[src/rtl/uart_pkg.sv]
// rtl/uart_pkg.sv - shared UART types and frame constants
package uart_pkg;

  localparam int DATA_BITS  = 8;
  localparam int FRAME_BITS = 10;

  typedef enum logic [1:0] {
    IDLE  = 2'd0,
    START = 2'd1,
    DATA  = 2'd2,
    STOP  = 2'd3
  } tx_state_t;

endpackage

[src/rtl/sync_fifo.sv]
// rtl/sync_fifo.sv - synchronous FIFO with extra-MSB full/empty pointers
module sync_fifo #(
  parameter int WIDTH = 8,
  parameter int DEPTH = 4
) (
  input  logic             clk,
  input  logic             reset_n,
  input  logic             push,
  input  logic [WIDTH-1:0] push_data,
  input  logic             pop,
  output logic [WIDTH-1:0] pop_data,
  output logic             full,
  output logic             empty
);

  localparam int AW = $clog2(DEPTH);
  localparam logic [AW:0] PTR_ONE = {{AW{1'b0}}, 1'b1};

  logic [AW:0]      r_wr_ptr;
  logic [AW:0]      r_rd_ptr;
  logic [WIDTH-1:0] r_mem [DEPTH];
  logic             w_do_push;
  logic             w_do_pop;

  // The extra pointer MSB separates "wrapped once" (full) from "caught up" (empty).
  assign full  = (r_wr_ptr[AW-1:0] == r_rd_ptr[AW-1:0]) && (r_wr_ptr[AW] != r_rd_ptr[AW]);
  assign empty = (r_wr_ptr == r_rd_ptr);

  // A push while full is dropped even if a pop frees a slot on the same edge.
  assign w_do_push = push && !full;
  assign w_do_pop  = pop && !empty;

  assign pop_data = r_mem[r_rd_ptr[AW-1:0]];

  // Pointer update; natural binary wrap of the AW+1-bit pointers.
  always_ff @(posedge clk or negedge reset_n) begin
    if (!reset_n) begin
      r_wr_ptr <= '0;
      r_rd_ptr <= '0;
    end else begin
      if (w_do_push) r_wr_ptr <= r_wr_ptr + PTR_ONE;
      if (w_do_pop)  r_rd_ptr <= r_rd_ptr + PTR_ONE;
    end
  end

  // Storage is written only on an accepted push, so idle bus values never land here.
  always_ff @(posedge clk) begin
    if (w_do_push) r_mem[r_wr_ptr[AW-1:0]] <= push_data;
  end

endmodule

[src/rtl/uart_tx.sv]
// rtl/uart_tx.sv - 8N1 UART transmitter with input FIFO
module uart_tx
  import uart_pkg::*;
#(
  parameter int CLKS_PER_BIT = 234,
  parameter int FIFO_DEPTH   = 4
) (
  input  logic       clk,
  input  logic       reset_n,
  input  logic [7:0] tx_data,
  input  logic       tx_valid,
  output logic       tx_ready,
  output logic       txd,
  output logic       busy
);

  localparam int BAUD_W = $clog2(CLKS_PER_BIT);
  localparam int IDX_W  = $clog2(DATA_BITS);
  localparam logic [BAUD_W-1:0] BAUD_LAST = BAUD_W'(CLKS_PER_BIT - 1);
  localparam logic [BAUD_W-1:0] BAUD_ONE  = BAUD_W'(1);
  localparam logic [IDX_W-1:0]  IDX_LAST  = IDX_W'(DATA_BITS - 1);
  localparam logic [IDX_W-1:0]  IDX_ONE   = IDX_W'(1);

  tx_state_t             r_state;
  logic [BAUD_W-1:0]     r_baud;
  logic [IDX_W-1:0]      r_bit_idx;
  logic [DATA_BITS-1:0]  r_shift;
  logic                  r_txd;
  logic                  r_busy;

  logic                  w_full;
  logic                  w_empty;
  logic                  w_push;
  logic                  w_pop;
  logic                  w_bit_end;
  logic [DATA_BITS-1:0]  w_pop_data;

  // Ready depends only on FIFO state, never on tx_valid.
  assign tx_ready  = !w_full;
  assign w_push    = tx_valid && !w_full;
  assign w_bit_end = (r_baud == BAUD_LAST);

  // Pop from IDLE as soon as a byte is visible, or at the end of STOP for a gapless next frame.
  assign w_pop = !w_empty && ((r_state == IDLE) || ((r_state == STOP) && w_bit_end));

  assign txd  = r_txd;
  assign busy = r_busy;

  sync_fifo #(
    .WIDTH (DATA_BITS),
    .DEPTH (FIFO_DEPTH)
  ) u_fifo (
    .clk       (clk),
    .reset_n   (reset_n),
    .push      (w_push),
    .push_data (tx_data),
    .pop       (w_pop),
    .pop_data  (w_pop_data),
    .full      (w_full),
    .empty     (w_empty)
  );

  // Frame sequencer: baud timing, LSB-first shifting and registered txd/busy.
  // busy is registered from the next-cycle view: a frame in flight next cycle,
  // or a byte being pushed now (which leaves the FIFO non-empty or is popped at once).
  always_ff @(posedge clk or negedge reset_n) begin
    if (!reset_n) begin
      r_state   <= IDLE;
      r_baud    <= '0;
      r_bit_idx <= '0;
      r_shift   <= '0;
      r_txd     <= 1'b1;
      r_busy    <= 1'b0;
    end else begin
      r_busy <= 1'b1;
      case (r_state)
        IDLE: begin
          r_baud    <= '0;
          r_bit_idx <= '0;
          if (!w_empty) begin
            r_shift <= w_pop_data;
            r_txd   <= 1'b0;
            r_state <= START;
          end else begin
            r_txd  <= 1'b1;
            r_busy <= w_push;
          end
        end

        START: begin
          if (w_bit_end) begin
            r_baud    <= '0;
            r_bit_idx <= '0;
            r_txd     <= r_shift[0];
            r_state   <= DATA;
          end else begin
            r_baud <= r_baud + BAUD_ONE;
          end
        end

        DATA: begin
          if (w_bit_end) begin
            r_baud <= '0;
            if (r_bit_idx == IDX_LAST) begin
              r_txd   <= 1'b1;
              r_state <= STOP;
            end else begin
              r_bit_idx <= r_bit_idx + IDX_ONE;
              r_shift   <= {1'b0, r_shift[DATA_BITS-1:1]};
              r_txd     <= r_shift[1];
            end
          end else begin
            r_baud <= r_baud + BAUD_ONE;
          end
        end

        STOP: begin
          if (w_bit_end) begin
            r_baud    <= '0;
            r_bit_idx <= '0;
            if (!w_empty) begin
              r_shift <= w_pop_data;
              r_txd   <= 1'b0;
              r_state <= START;
            end else begin
              r_txd   <= 1'b1;
              r_state <= IDLE;
              r_busy  <= w_push;
            end
          end else begin
            r_baud <= r_baud + BAUD_ONE;
          end
        end

        default: begin
          r_state <= IDLE;
          r_txd   <= 1'b1;
          r_baud  <= '0;
        end
      endcase
    end
  end

endmodule

[config.mk]
export PLATFORM = sky130hd
export DESIGN_NAME = uart_tx
export DESIGN_NICKNAME = d
export VERILOG_FILES = /design/src/rtl/uart_pkg.sv /design/src/rtl/sync_fifo.sv /design/src/rtl/uart_tx.sv
export SDC_FILE = /design/constraint.sdc
export NUM_CORES = 1
export LEC_CHECK = 0
export CAP_MARGIN = 20
export CELL_PAD_IN_SITES_DETAIL_PLACEMENT = 1
export CELL_PAD_IN_SITES_GLOBAL_PLACEMENT = 2
export CORE_ASPECT_RATIO = 0.9
export CORE_MARGIN = 10
export CORE_UTILIZATION = 43
export CTS_CLUSTER_DIAMETER = 100
export CTS_CLUSTER_SIZE = 14
export DETAILED_ROUTE_END_ITERATION = 10
export PLACE_DENSITY = 0.91
export SLEW_MARGIN = 40
export SYNTH_ARGS = -nofsm -noshare
export SYNTH_HDL_FRONTEND = slang
export SYNTH_SLANG_ARGS = --single-unit
[constraint.sdc]
create_clock -name clk -period 2.2 [get_ports clk]
set_clock_uncertainty 0.05 [all_clocks]
set_input_delay 0.44 -clock clk [delete_from_list [all_inputs] [get_ports clk]]
set_output_delay 0.44 -clock clk [all_outputs]
set_load 0.03 [all_outputs]
==> Word-level counts from Yosys, hierarchy flattened <==
Memory sizes are Yosys's and may differ from the RTL's.
Index checks and enable logic that the tools add are counted.
{ "classes": {"addsub": 4, "eq_ne": 15, "mux": 29, "n_reduce_logical": 17} }
{ "op_table": {"columns": ["operator", "count"], "rows": [
  ["$mux 8", 5],
  ["$pmux 8 s3", 1],
  ["$pmux 8 s2", 1],
  ["$ne 2x2->1 const B", 6],
  ["$mux 1", 10],
  ["$mux 2", 5],
  ["$add 3x1->3 const B", 3],
  ["$mux 3", 3],
  ["$pmux 3 s3", 1],
  ["$add 8x1->8 const B", 1],
  ["$eq 8x8->1 const B", 1],
  ["$pmux 2 s4", 1],
  ["$logic_and 1x1->1", 6],
  ["$reduce_and 3->1", 2],
  ["$reduce_and 5->1", 1],
  ["$eq 2x2->1 const B", 2],
  ["$pmux 1 s4", 1],
  ["$reduce_and 4->1", 1],
  ["$eq 3x3->1", 1],
  ["$eq 3x3->1 const B", 1],
  ["$reduce_bool 3->1", 1],
  ["$reduce_or 3->1", 1],
  ["$eq 2x1->1 const B", 1],
  ["$eq 2x2->1", 1],
  ["7 further kinds", 8]
]} }
{ "word_totals": {"regBits": 29, "ram_bits": 32, "inputBits": 11, "output_inout_bits": 3, "wordCells": 74, "mem_count": 1} }
{ "memory_table": {"columns": ["name", "words", "width", "read_ports", "rd_ports_with_merged_regs", "write_ports", "line", "text"], "rows": [
  ["u_fifo.r_mem", 4, 8, 1, 0, 1, "sync_fifo.sv:21", "logic [WIDTH-1:0] r_mem [DEPTH];"]
]} }

==> Logic depth before layout (Yosys ltp) <==
{ "depth": {"ltp_word": 7, "mapped_depth": 8, "mapped_depth_nobuf": 6} }

==> Cells and area by module <==
A second synthesis with hierarchy kept.
{ "hier_totals": {"hier_cells": 212, "hier_area_um2": 2937.8} }
{ "modules_own_cells": {"columns": ["module", "instances", "cells_per_inst", "area_per_inst_um2", "seq_area_each_um2"], "rows": [
  ["sync_fifo", 1, 90, 1629.1, 1111.1],
  ["uart_tx", 1, 122, 1308.8, 576.8]
]} }

==> Least setup slack after synthesis <==
OpenSTA, ideal clock, no wires.
{ "synth_timing": {"path_type": "register to register", "startpoint": "register r_state[0]", "endpoint": "register r_state[1]", "setup_time_ns": 0.125, "arrival_time_ns": 1.743, "required_time_ns": 2.025, "slack_ns": 0.282, "path_stages_with_launch": 8, "path_buffers": 1, "synth_period_minus_slack_ns": 1.918, "path_cell_list": "dfrtp_1 -> inv_1 -> ha_1 -> clkbuf_1 -> nor3_1 -> a21oi_2 -> a211oi_1 -> mux2_2"} }
{ "synth_via": {"elab_chain_cells": 3, "elab_cells_between_ends": 11, "cone_classes": "8 x eq/ne; 1 x mux; 2 x reduce/logical"} }
{ "synth_lines": {"columns": ["item", "line", "text"], "rows": [
  ["from (decl)", "uart_tx.sv:24", "tx_state_t r_state;"],
  ["from (signal assigned)", "uart_tx.sv:68", "r_state <= IDLE;"],
  ["from (signal assigned)", "uart_tx.sv:83", "r_state <= START;"],
  ["from (signal assigned)", "uart_tx.sv:95", "r_state <= DATA;"],
  ["$eq 2x2->1 (tied with other cells)", "uart_tx.sv:76", "case (r_state)"],
  ["$ne 2x2->1 (no source line)", null, null],
  ["$reduce_and 5->1 (no source line)", null, null]
]} }
Several ways; a longest one is shown, not always the timed one.
A chain may end at the register's enable or synchronous reset.

==> Final worst setup path <==
{ "layout_timing": {"startpoint": "register u_fifo.r_wr_ptr[2]", "endpoint": "output port tx_ready"} }
{ "layout_via": {"elab_chain_cells": 3} }
{ "layout_lines": {"columns": ["item", "line", "text"], "rows": [
  ["from (decl)", "sync_fifo.sv:19", "logic [AW:0] r_wr_ptr;"],
  ["from (signal assigned)", "sync_fifo.sv:41", "if (w_do_push) r_wr_ptr <= r_wr_ptr + PTR_ONE;"],
  ["$ne 1x1->1", "sync_fifo.sv:26", "assign full = (r_wr_ptr[AW-1:0] == r_rd_ptr[AW-1:0]) && (r_wr_ptr[AW] != r_rd_ptr[AW]);"],
  ["$logic_and 1x1->1", "sync_fifo.sv:26", null],
  ["$logic_not 1->1", "uart_tx.sv:39", "assign tx_ready = !w_full;"],
  ["to (decl)", "uart_tx.sv:12", "output logic tx_ready,"]
]} }
No other way between the ends.

==> results.sh <==
export IMPL_final_cell_mix="edfxtp_1, dfrtp_1, nor2_1"
export IMPL_synth_area_mm2=0.00283
export IMPL_clockBufferDepth=2
export IMPL_grt_pass1_wl_mm=10.0
export IMPL_yosysSeqAreaShare=0.597
export IMPL_synth_top_flop_cell="edfxtp_1"
export IMPL_worstSetupStartpointType="register"
export IMPL_cpPeakStageDelay_ns=0.44
export IMPL_rrSetupSlack_ns=0.27
export IMPL_cts_clk_slew_worst_paths_ns=0.07
export IMPL_route_detailed_drc=0
export IMPL_antenna_cells=0
export IMPL_grt_ovfl_total=0
export IMPL_rows=27
export IMPL_synth_nets=231
export IMPL_stdcell_count=332
export IMPL_clock_root_buffer="clkbuf_8"
export IMPL_cp_top_family="flip-flops"
export IMPL_setup_tns_ns=0
export IMPL_endpoint_kind="output port"
export IMPL_drt_vias_per_instance=5.30
export IMPL_grt_usage=0.124
export IMPL_fin_crit_sh=0.930
export IMPL_final_nets=266
export IMPL_drv_slew=0
export IMPL_ys_ff_latch=61
export IMPL_dpl_cell_count=316
export IMPL_critPathArrivalTime_ns=1.56
export IMPL_fin_crit_ns=2.05
export IMPL_routedWlPerCell_um=17.8
export IMPL_whs_ns=0.433
export IMPL_die_area_mm2=0.0102
export IMPL_setup_violations=0
export IMPL_clock_latency_ns=0.34
export IMPL_start_util=0.453
export IMPL_drive_gt1_frac=0.208
export IMPL_final_util=0.544
export IMPL_critPathKind="register to output port"
export IMPL_worst_path_buf_inv=1
export IMPL_max_freq_mhz=489
export IMPL_drt_total_wl_mm=5.91
export IMPL_avgSynthCellArea_um2=13.8
export IMPL_hpwl_mm=4.45
export IMPL_h_tree_depth=3
export IMPL_synth_edff_count=32
export IMPL_crit_chain="xnor2_1 > or3_1 > buf_2"
export IMPL_die_w_um=106
export IMPL_numCtsBuffers=9
export IMPL_p_leak_nw=1.35
export IMPL_max_slew_margin=0.749
export IMPL_hold_path_class="input pin to asynchronous set/reset pin"
export IMPL_ys_warn_count=0
export IMPL_worstPathRequired_ns=1.71
export IMPL_maxCapViolCount=0
export IMPL_drtIter0Drc=100
export IMPL_tightest_slew_ns=0.377
export IMPL_cts_hold_fix_buffers=0
export IMPL_die_y_um=97.0
export IMPL_area_growth_pct=20.1
export IMPL_synthArstFlopShare=0.475
export IMPL_ant_nets=0
export IMPL_path_max_fanout=3
export IMPL_yosysUniqueCellTypes=41
export IMPL_final_area_mm2=0.00340
export IMPL_place_area_mm2=0.00316
export IMPL_antenna_found_initial=0
export IMPL_vias=1761
export IMPL_p_per_area_mw_per_mm2=928
export IMPL_ios=14
export IMPL_grt_max_degree=30
export IMPL_grt_pass1_vias=1941
export IMPL_slowest_stage="dfrtp_1"
export IMPL_status="finished clean"
export IMPL_cts_sinks=61
export IMPL_core_mm2=0.00625
export IMPL_dr_pass1_iters=5
export IMPL_hold_violations=0
export IMPL_final_common_cell="edfxtp_1"
export IMPL_rsz0062_at_grt="false"
export IMPL_port_buffers=13
export IMPL_netlist_instances=205
export IMPL_gp_congestion=0.779
export IMPL_ir_worst_vdd_uv=557
export IMPL_cts_tree="built"
[sequential cells by signal (all words and copies together), names as in the netlist]
signal           flops
r_state              2
r_shift              8
txd                  1
u_fifo.r_mem        32
u_fifo.r_wr_ptr      3
busy                 1
r_baud               8
r_bit_idx            3
u_fifo.r_rd_ptr      3
[where the power goes]
part	internal [W]	switching, W	total, W
registers	0.00136	0.0000677	0.00143
logic	0.000224	0.000284	0.000508
clock network	0.000758	0.000459	0.00122
[metrics by stage]
stage | setup WS [ns] | total power [W]
after floorplan | 0.282 | 0.00169
after global placement | 0.159 | 0.00191
after detailed placement | 0.101 | 0.00197
after CTS | 0.0221 | 0.00319
after global routing | 0.0743 | 0.00331
final | 0.154 | 0.00315
[cells in the mapped netlist, types with 2 or more instances]
| cell type | number | area (um^2) |
|---|---|---|
| edfxtp_1 | 32 | 961 |
| dfrtp_1 | 28 | 701 |
| nor2_1 | 19 | 71.3 |
| ha_1 | 15 | 188 |
| nand3_1 | 11 | 55.1 |
| xor2_1 | 10 | 87.6 |
| mux4_2 | 8 | 180 |
| nand2_1 | 8 | 30.0 |
| o21ai_0 | 8 | 40.0 |
| inv_1 | 7 | 26.3 |
| o221a_1 | 7 | 78.8 |
| and2_1 | 5 | 31.3 |
| xnor2_1 | 4 | 35.0 |
| a211oi_1 | 3 | 22.5 |
| a22o_1 | 3 | 26.3 |
| or2_2 | 3 | 18.8 |
| buf_6 | 2 | 22.5 |
| clkbuf_1 | 2 | 7.51 |
| mux2_2 | 2 | 22.5 |
| nand2b_1 | 2 | 12.5 |
| nand4b_1 | 2 | 17.5 |
| nor3_1 | 2 | 10.0 |
| nor3b_1 | 2 | 15.0 |
| o21bai_1 | 2 | 15.0 |
| or3_1 | 2 | 12.5 |
[timing repair]
| item | in CTS | in global routing |
|---|---|---|
| gates cloned | 0 | 0 |
| pin swaps | 0 | 0 |
| setup endpoints to repair | 1 | 1 |
| buffers inserted | 0 | 0 |
| resized for setup | 3 | 2 |
[cell type report]
type                       count  area, um^2
fill                         623        2850
sequential                    61        1690
multi-input combinational    131        1080
timing repair buffer          30         253
clock buffer                   9         124
clock inverter                 7         121
tap                           87         109
inverter                       7        26.3
[metal layers]
layer,vias to the layer above,GRT usage,share of wire
li1,831,-,-
met5,-,0,0
met3,10,0.0470,0.031
met1,887,0.142,0.44
met2,33,0.209,0.51
met4,0,0.0403,0.019
[final timing paths]
check                              to  cells past startpoint          startpoint
setup / recovery             tx_ready                      3  u_fifo.r_wr_ptr[2]
hold / removal             r_shift[5]                      2             reset_n
setup reg to reg           r_state[1]                      6          r_state[0]
hold reg to reg                   txd                      2                 txd
max in group asynchronous         txd                      2             reset_n
min in group clk                  txd                      2                 txd
[kinds of logic after synthesis]
kind of cell	share of synthesized area
simple gates	0.113
flops	0.597
compound gates	0.0863
fa+ha+maj	0.0663
xor+xnor	0.0433
buf+inv	0.0230
mux	0.0716
Power figures use the tool's default switching activity.
